### src/rtl/vdp_pkg.sv
// Shared VDP definitions: access codes, address widths and the CPU-port fetch FSM states.
package vdp_pkg;

    localparam int unsigned VRAM_AW = 14;
    localparam int unsigned PAL_AW  = 5;

    localparam logic [1:0] CODE_VRD  = 2'd0;
    localparam logic [1:0] CODE_VWR  = 2'd1;
    localparam logic [1:0] CODE_REG  = 2'd2;
    localparam logic [1:0] CODE_CRAM = 2'd3;

    typedef enum logic {
        ST_IDLE  = 1'b0,
        ST_FETCH = 1'b1
    } fetch_state_e;

endpackage

### src/rtl/vdp_cpu_port_if.sv
// CPU, VRAM, palette and register-file signals seen by the VDP CPU port.
interface vdp_cpu_port_if #(
    parameter int unsigned VRAM_AW = vdp_pkg::VRAM_AW,
    parameter int unsigned PAL_AW  = vdp_pkg::PAL_AW
);
    logic               io_sel;
    logic               io_rden;
    logic               io_wren;
    logic [7:0]         io_wrdata;
    logic [7:0]         io_rddata;
    logic [7:0]         stat;
    logic               stat_rd;
    logic [VRAM_AW-1:0] vram_addr;
    logic [7:0]         vram_wrdata;
    logic               vram_wren;
    logic               vram_rden;
    logic [7:0]         vram_rddata;
    logic [PAL_AW-1:0]  pal_addr;
    logic [7:0]         pal_wrdata;
    logic               pal_wren;
    logic [3:0]         reg_idx;
    logic [7:0]         reg_data;
    logic               reg_wren;

    modport slave (
        input  io_sel, io_rden, io_wren, io_wrdata, stat, vram_rddata,
        output io_rddata, stat_rd, vram_addr, vram_wrdata, vram_wren, vram_rden,
        output pal_addr, pal_wrdata, pal_wren, reg_idx, reg_data, reg_wren
    );

    modport master (
        output io_sel, io_rden, io_wren, io_wrdata, stat, vram_rddata,
        input  io_rddata, stat_rd, vram_addr, vram_wrdata, vram_wren, vram_rden,
        input  pal_addr, pal_wrdata, pal_wren, reg_idx, reg_data, reg_wren
    );
endinterface

### src/rtl/vdp_cpu_port.sv
// VDP CPU front end: control latch, auto-incrementing access address,
// VRAM read-ahead buffer and palette/register write decode.
module vdp_cpu_port #(
    parameter int unsigned VRAM_AW = vdp_pkg::VRAM_AW,
    parameter int unsigned PAL_AW  = vdp_pkg::PAL_AW
) (
    input  logic             clk,
    input  logic             reset,
    vdp_cpu_port_if.slave    bus
);
    import vdp_pkg::*;

    fetch_state_e       state_q, state_d;
    logic [VRAM_AW-1:0] addr_q, addr_d;
    logic [1:0]         code_q, code_d;
    logic               first_byte_q, first_byte_d;
    logic [7:0]         lo_latch_q, lo_latch_d;
    logic [7:0]         rdbuf_q, rdbuf_d;
    logic               pend_q, pend_d;
    logic [7:0]         pend_data_q, pend_data_d;

    logic [VRAM_AW-1:0] vram_addr_q, vram_addr_d;
    logic [7:0]         vram_wrdata_q, vram_wrdata_d;
    logic               vram_wren_q, vram_wren_d;
    logic               vram_rden_q, vram_rden_d;
    logic [PAL_AW-1:0]  pal_addr_q, pal_addr_d;
    logic [7:0]         pal_wrdata_q, pal_wrdata_d;
    logic               pal_wren_q, pal_wren_d;
    logic [3:0]         reg_idx_q, reg_idx_d;
    logic [7:0]         reg_data_q, reg_data_d;
    logic               reg_wren_q, reg_wren_d;
    logic               stat_rd_q, stat_rd_d;

    logic               ctl_wr, ctl_rd, dat_wr, dat_rd, busy;
    logic               wr_go, fetch_go;
    logic [7:0]         wr_data;
    logic [VRAM_AW-1:0] fetch_at, new_addr;

    // A write with a simultaneous read suppresses every side effect of the read.
    assign ctl_wr = bus.io_wren &  bus.io_sel;
    assign dat_wr = bus.io_wren & ~bus.io_sel;
    assign ctl_rd = bus.io_rden & ~bus.io_wren &  bus.io_sel;
    assign dat_rd = bus.io_rden & ~bus.io_wren & ~bus.io_sel;
    assign busy   = (state_q != ST_IDLE);

    assign new_addr = VRAM_AW'({bus.io_wrdata[5:0], lo_latch_q});

    always_comb begin
        state_d       = state_q;
        addr_d        = addr_q;
        code_d        = code_q;
        first_byte_d  = first_byte_q;
        lo_latch_d    = lo_latch_q;
        rdbuf_d       = rdbuf_q;
        pend_d        = pend_q;
        pend_data_d   = pend_data_q;
        vram_addr_d   = vram_addr_q;
        vram_wrdata_d = vram_wrdata_q;
        vram_wren_d   = 1'b0;
        vram_rden_d   = 1'b0;
        pal_addr_d    = pal_addr_q;
        pal_wrdata_d  = pal_wrdata_q;
        pal_wren_d    = 1'b0;
        reg_idx_d     = reg_idx_q;
        reg_data_d    = reg_data_q;
        reg_wren_d    = 1'b0;
        stat_rd_d     = 1'b0;
        wr_go         = 1'b0;
        wr_data       = bus.io_wrdata;
        fetch_go      = 1'b0;
        fetch_at      = addr_q;

        // Data writes landing during a fetch are parked until the VRAM port is free.
        if (dat_wr && busy) begin
            pend_d      = 1'b1;
            pend_data_d = bus.io_wrdata;
        end else if (dat_wr) begin
            wr_go = 1'b1;
        end else if (pend_q && !busy) begin
            wr_go   = 1'b1;
            wr_data = pend_data_q;
            pend_d  = 1'b0;
        end

        if (ctl_wr) begin
            if (!first_byte_q) begin
                lo_latch_d   = bus.io_wrdata;
                addr_d       = {addr_q[VRAM_AW-1:8], bus.io_wrdata};
                first_byte_d = 1'b1;
            end else begin
                code_d       = bus.io_wrdata[7:6];
                addr_d       = new_addr;
                first_byte_d = 1'b0;
                if (bus.io_wrdata[7:6] == CODE_VRD) begin
                    fetch_go = 1'b1;
                    fetch_at = new_addr;
                    addr_d   = new_addr + VRAM_AW'(1);
                end
                if (bus.io_wrdata[7:6] == CODE_REG) begin
                    reg_wren_d = 1'b1;
                    reg_idx_d  = bus.io_wrdata[3:0];
                    reg_data_d = lo_latch_q;
                end
            end
        end else if (ctl_rd) begin
            stat_rd_d    = 1'b1;
            first_byte_d = 1'b0;
        end else if (dat_rd) begin
            first_byte_d = 1'b0;
            fetch_go     = 1'b1;
            fetch_at     = addr_q;
            addr_d       = addr_q + VRAM_AW'(1);
        end else if (dat_wr) begin
            first_byte_d = 1'b0;
        end

        if (wr_go) begin
            rdbuf_d = wr_data;
            addr_d  = addr_q + VRAM_AW'(1);
            if (code_q == CODE_CRAM) begin
                pal_wren_d   = 1'b1;
                pal_addr_d   = addr_q[PAL_AW-1:0];
                pal_wrdata_d = wr_data;
            end else begin
                vram_wren_d   = 1'b1;
                vram_addr_d   = addr_q;
                vram_wrdata_d = wr_data;
            end
        end

        // FETCH spans the request cycle (vram_rden high) and the latch cycle.
        case (state_q)
            ST_IDLE: begin
                if (fetch_go && !wr_go) begin
                    state_d     = ST_FETCH;
                    vram_rden_d = 1'b1;
                    vram_addr_d = fetch_at;
                end
            end
            ST_FETCH: begin
                if (!vram_rden_q) begin
                    rdbuf_d = bus.vram_rddata;
                    state_d = ST_IDLE;
                end
            end
            default: state_d = ST_IDLE;
        endcase
    end

    always_ff @(posedge clk) begin
        if (reset) begin
            state_q       <= ST_IDLE;
            addr_q        <= '0;
            code_q        <= '0;
            first_byte_q  <= 1'b0;
            lo_latch_q    <= '0;
            rdbuf_q       <= '0;
            pend_q        <= 1'b0;
            pend_data_q   <= '0;
            vram_addr_q   <= '0;
            vram_wrdata_q <= '0;
            vram_wren_q   <= 1'b0;
            vram_rden_q   <= 1'b0;
            pal_addr_q    <= '0;
            pal_wrdata_q  <= '0;
            pal_wren_q    <= 1'b0;
            reg_idx_q     <= '0;
            reg_data_q    <= '0;
            reg_wren_q    <= 1'b0;
            stat_rd_q     <= 1'b0;
        end else begin
            state_q       <= state_d;
            addr_q        <= addr_d;
            code_q        <= code_d;
            first_byte_q  <= first_byte_d;
            lo_latch_q    <= lo_latch_d;
            rdbuf_q       <= rdbuf_d;
            pend_q        <= pend_d;
            pend_data_q   <= pend_data_d;
            vram_addr_q   <= vram_addr_d;
            vram_wrdata_q <= vram_wrdata_d;
            vram_wren_q   <= vram_wren_d;
            vram_rden_q   <= vram_rden_d;
            pal_addr_q    <= pal_addr_d;
            pal_wrdata_q  <= pal_wrdata_d;
            pal_wren_q    <= pal_wren_d;
            reg_idx_q     <= reg_idx_d;
            reg_data_q    <= reg_data_d;
            reg_wren_q    <= reg_wren_d;
            stat_rd_q     <= stat_rd_d;
        end
    end

    assign bus.io_rddata   = bus.io_sel ? bus.stat : rdbuf_q;
    assign bus.stat_rd     = stat_rd_q;
    assign bus.vram_addr   = vram_addr_q;
    assign bus.vram_wrdata = vram_wrdata_q;
    assign bus.vram_wren   = vram_wren_q;
    assign bus.vram_rden   = vram_rden_q;
    assign bus.pal_addr    = pal_addr_q;
    assign bus.pal_wrdata  = pal_wrdata_q;
    assign bus.pal_wren    = pal_wren_q;
    assign bus.reg_idx     = reg_idx_q;
    assign bus.reg_data    = reg_data_q;
    assign bus.reg_wren    = reg_wren_q;

endmodule

### src/flat_wrapper.sv
// flat-port wrapper written by rule: the top's interface ports become plain ports
module vdp_cpu_port_flat import vdp_pkg::*;
#(
    parameter int unsigned VRAM_AW = vdp_pkg::VRAM_AW,
    parameter int unsigned PAL_AW  = vdp_pkg::PAL_AW
)
  (clk, reset, bus_io_sel, bus_io_rden, bus_io_wren, bus_io_wrdata, bus_stat, bus_vram_rddata, bus_io_rddata, bus_stat_rd, bus_vram_addr, bus_vram_wrdata, bus_vram_wren, bus_vram_rden, bus_pal_addr, bus_pal_wrdata, bus_pal_wren, bus_reg_idx, bus_reg_data, bus_reg_wren);
  vdp_cpu_port_if #(.VRAM_AW(VRAM_AW), .PAL_AW(PAL_AW)) bus_i ();
  input  logic clk;
  input  logic reset;
  input wire logic [$bits(bus_i.io_sel)-1:0] bus_io_sel;
  input wire logic [$bits(bus_i.io_rden)-1:0] bus_io_rden;
  input wire logic [$bits(bus_i.io_wren)-1:0] bus_io_wren;
  input wire logic [$bits(bus_i.io_wrdata)-1:0] bus_io_wrdata;
  input wire logic [$bits(bus_i.stat)-1:0] bus_stat;
  input wire logic [$bits(bus_i.vram_rddata)-1:0] bus_vram_rddata;
  output wire logic [$bits(bus_i.io_rddata)-1:0] bus_io_rddata;
  output wire logic [$bits(bus_i.stat_rd)-1:0] bus_stat_rd;
  output wire logic [$bits(bus_i.vram_addr)-1:0] bus_vram_addr;
  output wire logic [$bits(bus_i.vram_wrdata)-1:0] bus_vram_wrdata;
  output wire logic [$bits(bus_i.vram_wren)-1:0] bus_vram_wren;
  output wire logic [$bits(bus_i.vram_rden)-1:0] bus_vram_rden;
  output wire logic [$bits(bus_i.pal_addr)-1:0] bus_pal_addr;
  output wire logic [$bits(bus_i.pal_wrdata)-1:0] bus_pal_wrdata;
  output wire logic [$bits(bus_i.pal_wren)-1:0] bus_pal_wren;
  output wire logic [$bits(bus_i.reg_idx)-1:0] bus_reg_idx;
  output wire logic [$bits(bus_i.reg_data)-1:0] bus_reg_data;
  output wire logic [$bits(bus_i.reg_wren)-1:0] bus_reg_wren;
  assign bus_i.io_sel = bus_io_sel;
  assign bus_i.io_rden = bus_io_rden;
  assign bus_i.io_wren = bus_io_wren;
  assign bus_i.io_wrdata = bus_io_wrdata;
  assign bus_i.stat = bus_stat;
  assign bus_i.vram_rddata = bus_vram_rddata;
  assign bus_io_rddata = bus_i.io_rddata;
  assign bus_stat_rd = bus_i.stat_rd;
  assign bus_vram_addr = bus_i.vram_addr;
  assign bus_vram_wrdata = bus_i.vram_wrdata;
  assign bus_vram_wren = bus_i.vram_wren;
  assign bus_vram_rden = bus_i.vram_rden;
  assign bus_pal_addr = bus_i.pal_addr;
  assign bus_pal_wrdata = bus_i.pal_wrdata;
  assign bus_pal_wren = bus_i.pal_wren;
  assign bus_reg_idx = bus_i.reg_idx;
  assign bus_reg_data = bus_i.reg_data;
  assign bus_reg_wren = bus_i.reg_wren;
  vdp_cpu_port #(.VRAM_AW(VRAM_AW), .PAL_AW(PAL_AW)) u_core (.clk(clk), .reset(reset), .bus(bus_i));
endmodule
### config.mk
export PLATFORM = sky130hd
export DESIGN_NAME = vdp_cpu_port_flat
export DESIGN_NICKNAME = d
export VERILOG_FILES = /design/src/rtl/vdp_pkg.sv /design/src/rtl/vdp_cpu_port_if.sv /design/src/rtl/vdp_cpu_port.sv /design/src/flat_wrapper.sv
export SDC_FILE = /design/constraint.sdc
export NUM_CORES = 1
export LEC_CHECK = 0
export ABC_AREA = 1
export BUFFER_PORTS_ARGS = -buffer_cell sky130_fd_sc_hd__buf_4
export CORE_UTILIZATION = 50
export DETAILED_ROUTE_END_ITERATION = 8
export PLACE_DENSITY = 0.76
export SLEW_MARGIN = 10
export SYNTH_ARGS = -nofsm -noshare
export SYNTH_HDL_FRONTEND = slang
export SYNTH_SLANG_ARGS = --single-unit
### constraint.sdc
create_clock -name clk -period 1.67 [get_ports clk]
set_clock_uncertainty 0.1 [all_clocks]
set_input_delay 0.2505 -clock clk [delete_from_list [all_inputs] [get_ports clk]]
set_output_delay 0.2505 -clock clk [all_outputs]
set_load 0.01 [all_outputs]
==> impl_metrics.csv <==
group,metric,value,unit
sta,fin_ws,0.0605,ns
synth,ys_types,34,
global_route,grt_pass1_wl,22900,um
placed_design,dp_cells,923,
power,p_total,0.00479,W
sta,tns,0,ns
power,peakVddDrop,0.473,mV
clock_tree,cts_buffers,9,
sta,fmax,0.621,GHz
layout,n_antenna_cell,0,
global_route,antenna_found_initial,0,
sta,setup_viol,0,
synth,synth_seq_area_share,41.0,%
placed_design,place.gp.congestion,0.960,
power,p_leak,2.72,nW
global_route,grt_start_max_net_pins,71,
worst_setup_path,cp_max_fo,4,
global_route,gr-total-overflow,0,
worst_hold_path,hp-start,"bus_io_rden",
placed_design,port_buffers,88,
power,powerDensity,785,nW/um2
synth,synth_warnings,0,
clock_tree,cts_tree,"yes",
die,io_pins,89,
worst_setup_path,r2r-start,"u_core.lo_latch_q[1]",
worst_setup_path,path_class,"reg2reg",
route,drt_wl_total,14100,um
route,drtPass1Iterations,7,
die,row_count,34,
clock_tree,clk_latency,0.38,ns
synth,syn-cell-area,4640,um2
synth,ys_seq_elements,95,
clock_tree,cts.path.max_buffers,2,
placed_design,pre_cts_slack,-0.251,ns
worst_setup_path,critPathLaunchType,"flip-flop",
clock_tree,clkTransAtPathRegs,0.11,ns
worst_hold_path,hp-class,"in2reg",
clock_tree,htree_levels,3,
synth,synth-edff-count,0,
synth,ys.flop_type,"dfxtp_1",
sta,tightestPinTransition,0.461,ns
route,num_vias,5163,
sta,hold-worst-slack,0.0556,ns
sta,slew_violations,0,
sta,finalHoldViolations,0,
placed_design,dpl.hpwl,10100,um
route,drtAntennaViolNets,0,
global_route,grt_pass1_vias,4839,
worst_setup_path,cp-end-kind,"flip-flop",
sta,finalCritPeriodShare,96.4,%
worst_setup_path,critPathArrivalTime,1.82,ns
job,cap_violations,0,
route,viasPerCell,5.50,
synth,synth_fp_nets,726,
worst_setup_path,cp-startpoint,"u_core.lo_latch_q[1]",
clock_tree,root_buffer,"clkbuf_8",
die,die-area,9670,um2
sta,relSlewSlack,69.2,%
worst_setup_path,required,1.88,ns
layout,drive_gt1_share,24.5,%
clock_tree,cts.sinks,95,
layout,fin_cells,939,
layout,final_nets,857,
die,die_w,98.3,um
sta,layout_min_cycle_time,1.61,ns
die,die_h,98.3,um
run_status,status,"complete, no violations",
layout,area.growth.synth_to_final,31.4,%
route,wl_per_cell,15.0,um
synth,syn_inst,695,
synth,synth_async_sr_flop_share,0,%
route,drtIter0Drc,311,
synth,syn_area_per_cell,6.68,um2
route,drc,0,
die,coreArea,8850,um2
die,start_util,52.4,%
global_route,grt_usage,29.8,%
## worst max-delay path: stages (launching register included)
cell and delay, ns:
dfxtp_1 0.39, ha_1 0.16, nand2_1 0.10, buf_4 0.16
inv_1 0.08, nand2_1 0.07, a21oi_1 0.11, o21ai_0 0.10
nand2_1 0.09, nand2_1 0.08, a21oi_1 0.11
## stage by stage
stage                     util (%)  instance area [um2]
after floorplan                  -                 4640
after global routing          68.9                 6100
after CTS                     68.3                 6050
after global placement        65.9                 5830
after detailed placement      65.9                 5830
final                         68.9                 6100
## cell families after synthesis
kind of cell | synth area share, %
xor gates and xnor gates | 0.378
buffers and inverters | 9.60
and+or+nand+nor | 23.1
DFF | 41.0
AOI/OAI and AO/OA | 25.4
adders and majority gates | 0.539
## sequential cells by signal, indices dropped and copies added (netlist names), 2 cells and up
register,flops
u_core.bus.pal_wrdata,8
u_core.bus.vram_wrdata,8
u_core.code_q,2
u_core.pend_data_q,8
u_core.bus.reg_data,8
u_core.bus.pal_addr,5
u_core.lo_latch_q,8
u_core.bus.reg_idx,4
u_core.addr_q,14
u_core.rdbuf_q,8
u_core.bus.vram_addr,14
## worst paths after layout
| kind | to | slack [ns] | depth (start not counted) |
|---|---|---|---|
| setup reg to reg | u_core.addr_q[4] | 0.06 | 10 |
| hold / removal | u_core.bus.stat_rd | 0.06 | 3 |
| setup / recovery | u_core.addr_q[4] | 0.06 | 10 |
| hold reg to reg | u_core.bus.reg_idx[3] | 0.35 | 2 |
## Yosys cell counts (4+ instances only)
master,instances,share of area (%)
inv_1,70,5.7
nand4_1,4,0.54
o21ai_1,29,3.1
nand2_1,174,14
buf_2,8,0.86
inv_2,5,0.40
a21oi_1,99,11
nor2_1,35,2.8
nor2_2,4,0.54
nand2_2,4,0.54
clkbuf_1,24,1.9
dfxtp_1,95,41
a31oi_1,5,0.67
nand3_1,25,2.7
o21ai_0,83,9.0
## power by group
| group | leakage (nW) | internal, W | switching (W) | total [W] |
|---|---|---|---|---|
| Clock | 0.103 | 0.000599 | 0.000968 | 0.00157 |
| Combinational | 1.84 | 0.000343 | 0.000451 | 0.000793 |
| Sequential | 0.774 | 0.00236 | 0.0000679 | 0.00243 |
## layer usage
layer | track usage, % | vias up | wire (um)
met4 | 13.8 | 0 | 505
li1 | - | 2545 | -
met1 | 35.3 | 2361 | 5880
met5 | 0 | - | 0
met2 | 52.6 | 213 | 6830
met3 | 4.87 | 44 | 836
## timing repair
| action | CTS | global route |
|---|---|---|
| buffers inserted | 0 | 0 |
| setup endpoints to repair | 15 | 24 |
| hold endpoints to repair | 0 | 0 |
| hold buffers | 0 | 0 |
| pin swaps | 0 | 4 |
| gates resized for setup | 4 | 19 |
## layout make-up
cell class | count | area (um2)
fill | 786 | 2750
multi-input combinational | 489 | 2350
sequential | 95 | 1910
timing repair buffer | 155 | 1220
inverter | 76 | 285
tap | 108 | 135
clock buffer | 9 | 124
clock inverter | 7 | 83.8
## cell usage in the layout, fill, tap and decap left out, types with 3 or more instances in the layout
cell type    n
nor2_2       5
nand2_2      7
dfxtp_1     92
nor2_1      31
buf_4      150
o21ai_0     79
nand3_1     25
inv_2        6
clkinv_8     3
nor2_4       4
dfxtp_2      3
inv_6        3
a21oi_1     99
o21ai_1     32
o211ai_1     3
nand4_1      4
inv_1       69
a31oi_1      5
buf_12       4
clkbuf_8     9
nand2_1    171
Power figures use the tool's default switching activity.
